<file path="src/rtl/deswizzle_pkg.sv">
// Shared types and constants for the deswizzle receive path.
// Optional parity beat is enabled by defining DESWIZZLE_RX_PARITY_EN.
package deswizzle_pkg;

    typedef enum logic [1:0] {
        RECV   = 2'd0,
        PARITY = 2'd1,
        HOLD   = 2'd2
    } state_t;

    localparam int DEFAULT_CNT_W = 16;

    // Index counter width; never narrower than one bit.
    function automatic int idx_width(input int width);
        return (width <= 2) ? 1 : $clog2(width);
    endfunction

endpackage

</file>
<file path="src/rtl/deswizzle_shift_reg.sv">
// Serial shift-in register with bit index and running parity of the data bits.
// Shifting left lands the first received bit in the MSB, undoing the link's bit reversal.
module deswizzle_shift_reg
    import deswizzle_pkg::*;
#(
    parameter int WIDTH = 8
) (
    input  logic             clock,
    input  logic             reset,
    input  logic             shift_i,
    input  logic             clear_i,
    input  logic             bit_i,
    output logic [WIDTH-1:0] data_next_o,
    output logic             last_o,
    output logic             par_o
);

    localparam int IDX_W = idx_width(WIDTH);

    logic [WIDTH-1:0] shreg_q;
    logic [IDX_W-1:0] idx_q;
    logic             par_q;

    assign data_next_o = {shreg_q[WIDTH-2:0], bit_i};
    assign last_o      = (idx_q == IDX_W'(WIDTH - 1));
    assign par_o       = par_q;

    // Shift one data bit per enabled beat; clear when the held word leaves.
    always_ff @(posedge clock or posedge reset) begin
        if (reset) begin
            shreg_q <= '0;
            idx_q   <= '0;
            par_q   <= 1'b0;
        end else if (clear_i) begin
            shreg_q <= '0;
            idx_q   <= '0;
            par_q   <= 1'b0;
        end else if (shift_i) begin
            shreg_q <= data_next_o;
            idx_q   <= last_o ? '0 : idx_q + 1'b1;
            par_q   <= par_q ^ bit_i;
        end
    end

endmodule

</file>
<file path="src/rtl/deswizzle_rx.sv">
// Receive end of the swizzle link: rebuilds a WIDTH-bit word from a serial bit stream,
// holds it until the consumer takes it, and counts delivered words.
// Define DESWIZZLE_RX_PARITY_EN to expect an even-parity beat after each word.
//
// state  | meaning
// RECV   | accepting data bits sw[0]..sw[WIDTH-1]
// PARITY | accepting the parity beat (parity build only)
// HOLD   | complete word presented, waiting for out_ready
module deswizzle_rx
    import deswizzle_pkg::*;
#(
    parameter int WIDTH = 8,
    parameter int CNT_W = DEFAULT_CNT_W
) (
    input  logic             clock,
    input  logic             reset,
    input  logic             in_valid,
    input  logic             in_bit,
    output logic             in_ready,
    output logic             out_valid,
    input  logic             out_ready,
    output logic [WIDTH-1:0] out_data,
    output logic             out_err,
    output logic [CNT_W-1:0] word_count
);

    state_t           state_q;
    logic [WIDTH-1:0] out_data_q;
    logic             out_err_q;
    logic [CNT_W-1:0] count_q;

    logic             beat;
    logic             handshake;
    logic [WIDTH-1:0] data_next;
    logic             last_bit;
    logic             par;

    assign in_ready   = (state_q != HOLD);
    assign out_valid  = (state_q == HOLD);
    assign beat       = in_valid & in_ready;
    assign handshake  = out_valid & out_ready;
    assign out_data   = out_data_q;
    assign out_err    = out_err_q;
    assign word_count = count_q;

    deswizzle_shift_reg #(
        .WIDTH(WIDTH)
    ) u_shift (
        .clock      (clock),
        .reset      (reset),
        .shift_i    (beat && (state_q == RECV)),
        .clear_i    (handshake),
        .bit_i      (in_bit),
        .data_next_o(data_next),
        .last_o     (last_bit),
        .par_o      (par)
    );

`ifndef DESWIZZLE_RX_PARITY_EN
    logic unused_par;
    assign unused_par = par;
`endif

    // Sequencing FSM: capture the word on its final data beat, release it on handshake.
    always_ff @(posedge clock or posedge reset) begin
        if (reset) begin
            state_q    <= RECV;
            out_data_q <= '0;
            out_err_q  <= 1'b0;
            count_q    <= '0;
        end else begin
            unique case (state_q)
                RECV: begin
                    if (beat && last_bit) begin
                        out_data_q <= data_next;
`ifdef DESWIZZLE_RX_PARITY_EN
                        state_q    <= PARITY;
`else
                        state_q    <= HOLD;
`endif
                    end
                end
                PARITY: begin
`ifdef DESWIZZLE_RX_PARITY_EN
                    if (beat) begin
                        out_err_q <= par ^ in_bit;
                        state_q   <= HOLD;
                    end
`else
                    state_q <= RECV;
`endif
                end
                HOLD: begin
                    if (out_ready) begin
                        count_q <= count_q + 1'b1;
                        state_q <= RECV;
                    end
                end
                default: state_q <= RECV;
            endcase
        end
    end

endmodule

</file>
<file path="config.mk">
export PLATFORM = sky130hd
export DESIGN_NAME = deswizzle_rx
export DESIGN_NICKNAME = d
export VERILOG_FILES = /design/src/rtl/deswizzle_pkg.sv /design/src/rtl/deswizzle_shift_reg.sv /design/src/rtl/deswizzle_rx.sv
export SDC_FILE = /design/constraint.sdc
export NUM_CORES = 1
export LEC_CHECK = 0
export BUFFER_PORTS_ARGS = -buffer_cell sky130_fd_sc_hd__buf_2
export CORE_ASPECT_RATIO = 0.7
export CORE_UTILIZATION = 35
export DETAILED_ROUTE_END_ITERATION = 7
export GPL_TIMING_DRIVEN = 1
export PLACE_DENSITY = 0.52
export SYNTH_ARGS = -nofsm -noshare
export SYNTH_HDL_FRONTEND = slang
export SYNTH_HIERARCHICAL = 1
export SYNTH_SLANG_ARGS = --single-unit
</file>
<file path="constraint.sdc">
create_clock -name clock -period 1.58 [get_ports clock]
set_input_delay 0.316 -clock clock [delete_from_list [all_inputs] [get_ports clock]]
set_output_delay 0.316 -clock clock [all_outputs]
set_load 0.01 [all_outputs]
</file>
==> run_results.csv <==
group,metric,value,unit
critical_path,crit_required,1.75,ns
global_routing,antenna_found_initial,0,
routing,routed_wl,2.83,mm
routing,viasPerCell,4.71,
die,row_count,19,
flow_run,maxCapViolations,0,
pwr,ir_drop,0.00107,V
die,dieArea,4600,um^2
yosys,syn_area,1520,um^2
critical_path,startpoint_type,"flip-flop",
timing,setup_viol_count_final,0,
global_routing,grt_use_total,14.5,%
critical_path,crit_start,"u_shift/idx_q[0]$_DFFE_PP0P_",
clocking,cts.reportedPaths.clkPinSlew,0.07,ns
global_routing,grt_pass1_vias,962,
die,io-pin-count,32,
die,start_util,37.5,%
timing,setup_tns,0,ns
routing,drt_iter0_markers,44,
final_layout,antenna_cells,0,
routing,drt_first_pass_iters,4,
placed_design,dp_cells,200,
clocking,cts_buffer_depth,2,
final_layout,layout.cells.non_filler,209,
clocking,htreeDepth,2,
timing,max_freq,683,MHz
final_layout,syn2layout_area_growth,23.8,%
yosys,syn_nets,127,
critical_path,crit_type,"reg2reg",
die,coreArea,4040,um^2
timing,period_minus_slack,1.46,ns
routing,wl_per_cell,13.6,um
yosys,avgSynthCellArea,12.7,um^2
global_routing,grt_pass1_wl,4.76,mm
global_routing,grt_overflow,0,
placed_design,gp_congestion,0.779,
routing,drc,0,
clocking,ctsRootBufferMaster,"clkbuf_8",
clocking,cts_resized,0,
final_layout,drive_above_1_share,35.7,%
placed_design,dp_hpwl,2.05,mm
pwr,power_per_cell_area,1620,nW/um^2
critical_path,cp_data_arrival_time,1.64,ns
clocking,cts_made_buffers,5,
critical_path,r2r_start,"u_shift/idx_q[0]$_DFFE_PP0P_",
timing,rsz0062_at_grt,"no",
yosys,yosys_warnings,8,
timing,min_period_over_period,92.6,%
timing,fin_skew,0.00932,ns
final_layout,layout.nets,164,
die,die_x,80.7,um
placed_design,port_buffers,30,
critical_path,cp_max_fo,9,
pwr,total_power,0.00305,W
global_routing,grt_max_degree,26,
clocking,clkSinkCount,35,
clocking,post_cts_buffers,0,
clocking,clock_latency,0.29,ns
timing,slew_violations,0,
die,die_h,57.1,um
status,status,"complete, no violations",
critical_path,cp-end-kind,"flip-flop",
worst_hold_path,worstHoldStart,"out_ready",
timing,hold_violations,0,
yosys,syn-instance-count,119,
worst_hold_path,hp-class,"in2reg",
routing,vias,985,
final_layout,nFillCells,375,
clocking,cts_tree,"done",
pwr,p_leak,0.998,nW
routing,ant_nets,0,
cell usage in the layout, fill, tap and decap left out:
| cell type | count |
|---|---|
| dfrtp_1 | 35 |
| buf_2 | 30 |
| nor2_1 | 11 |
| xnor2_1 | 10 |
| mux2_2 | 9 |
| mux2i_1 | 9 |
| nand2_1 | 7 |
| xor2_1 | 5 |
| clkbuf_8 | 5 |
| inv_1 | 4 |
| buf_4 | 4 |
| ha_1 | 3 |
| and3_1 | 2 |
| nand4_1 | 2 |
| and4_1 | 2 |
| nand3_1 | 2 |
| bufinv_16 | 2 |
| and2_1 | 1 |
| nand4_4 | 1 |
| nand4_2 | 1 |
| nor3_2 | 1 |
| nor3_4 | 1 |
| and2b_1 | 1 |
| nand2_2 | 1 |
| or2_1 | 1 |
| o21ai_0 | 1 |
| conb_1 | 1 |
| clkinvlp_4 | 1 |
| dlygate4sd3_1 | 1 |
| or3b_1 | 1 |
| nand2b_1 | 1 |
| a21oi_1 | 1 |
stage by stage:
stage          setup slack (ns)  hold WS (ns)  utilization [%]  instance area, um^2
6_report                  0.116         0.262             46.5                 1880
5_1_grt                  0.0100         0.266             46.5                 1880
4_1_cts                   0.111         0.256             46.5                 1880
3_5_place_dp              0.117         0.322             42.8                 1730
3_3_place_gp              0.161         0.315             42.8                 1730
2_1_floorplan             0.226         0.156                -                 1520
state kept, by name, indices dropped and copies added (netlist names):
name	cells
word_count	16
out_data	8
u_shift/shreg_q	7
u_shift/idx_q	3
state_q	1
what timing repair did:
item / 4_1_cts / 5_1_grt
hold buffers: 1 / 0
endpoints found under the hold margin: 1 / 0
endpoints found under the setup margin: 0 / 0
power breakdown:
part	leakage [nW]	internal, W	switching [W]	total (W)
Clock	0.0644	0.000629	0.000331	0.000960
Sequential	0.456	0.00116	0.000211	0.00137
Combinational	0.477	0.000365	0.000351	0.000716
area by class of cell:
class	count	area (um^2)	area share, %
tap	52	65.1	3.46
multi-input combinational	75	596	31.7
timing repair buffer	35	190	10.1
inverter	4	15.0	0.799
sequential	35	876	46.6
clock buffer	5	68.8	3.66
clock inverter	3	67.6	3.60
worst paths after layout:
check / end / slack, ns / depth (start not counted)
max: out_data[5]$_DFFE_PP0P_ / 0.12 / 4
min: state_q[1]$_DFFE_PP0P_ / 0.26 / 2
max reg2reg: out_data[5]$_DFFE_PP0P_ / 0.12 / 4
min reg2reg: word_count[15]$_DFFE_PP0P_ / 0.47 / 1
max in group asynchronous: out_data[4]$_DFFE_PP0P_ / 0.71 / 4
min in group asynchronous: u_shift/shreg_q[1]$_DFFE_PP0P_ / 0.54 / 3
routing by layer:
layer | track usage [%] | wire length, um | vias to the layer above
met5 | 0 | 0 | -
met4 | 7.65 | 56 | 0
met3 | 5.28 | 215 | 8
met2 | 20.1 | 1110 | 32
met1 | 19.8 | 1450 | 475
li1 | - | - | 470
worst max-delay path: stages, from the launching register on:
cell	delay [ns]
dfrtp_1	0.39
ha_1	0.20
ha_1	0.19
nand2_2	0.19
mux2_2	0.36
Power figures use the tool's default switching activity.
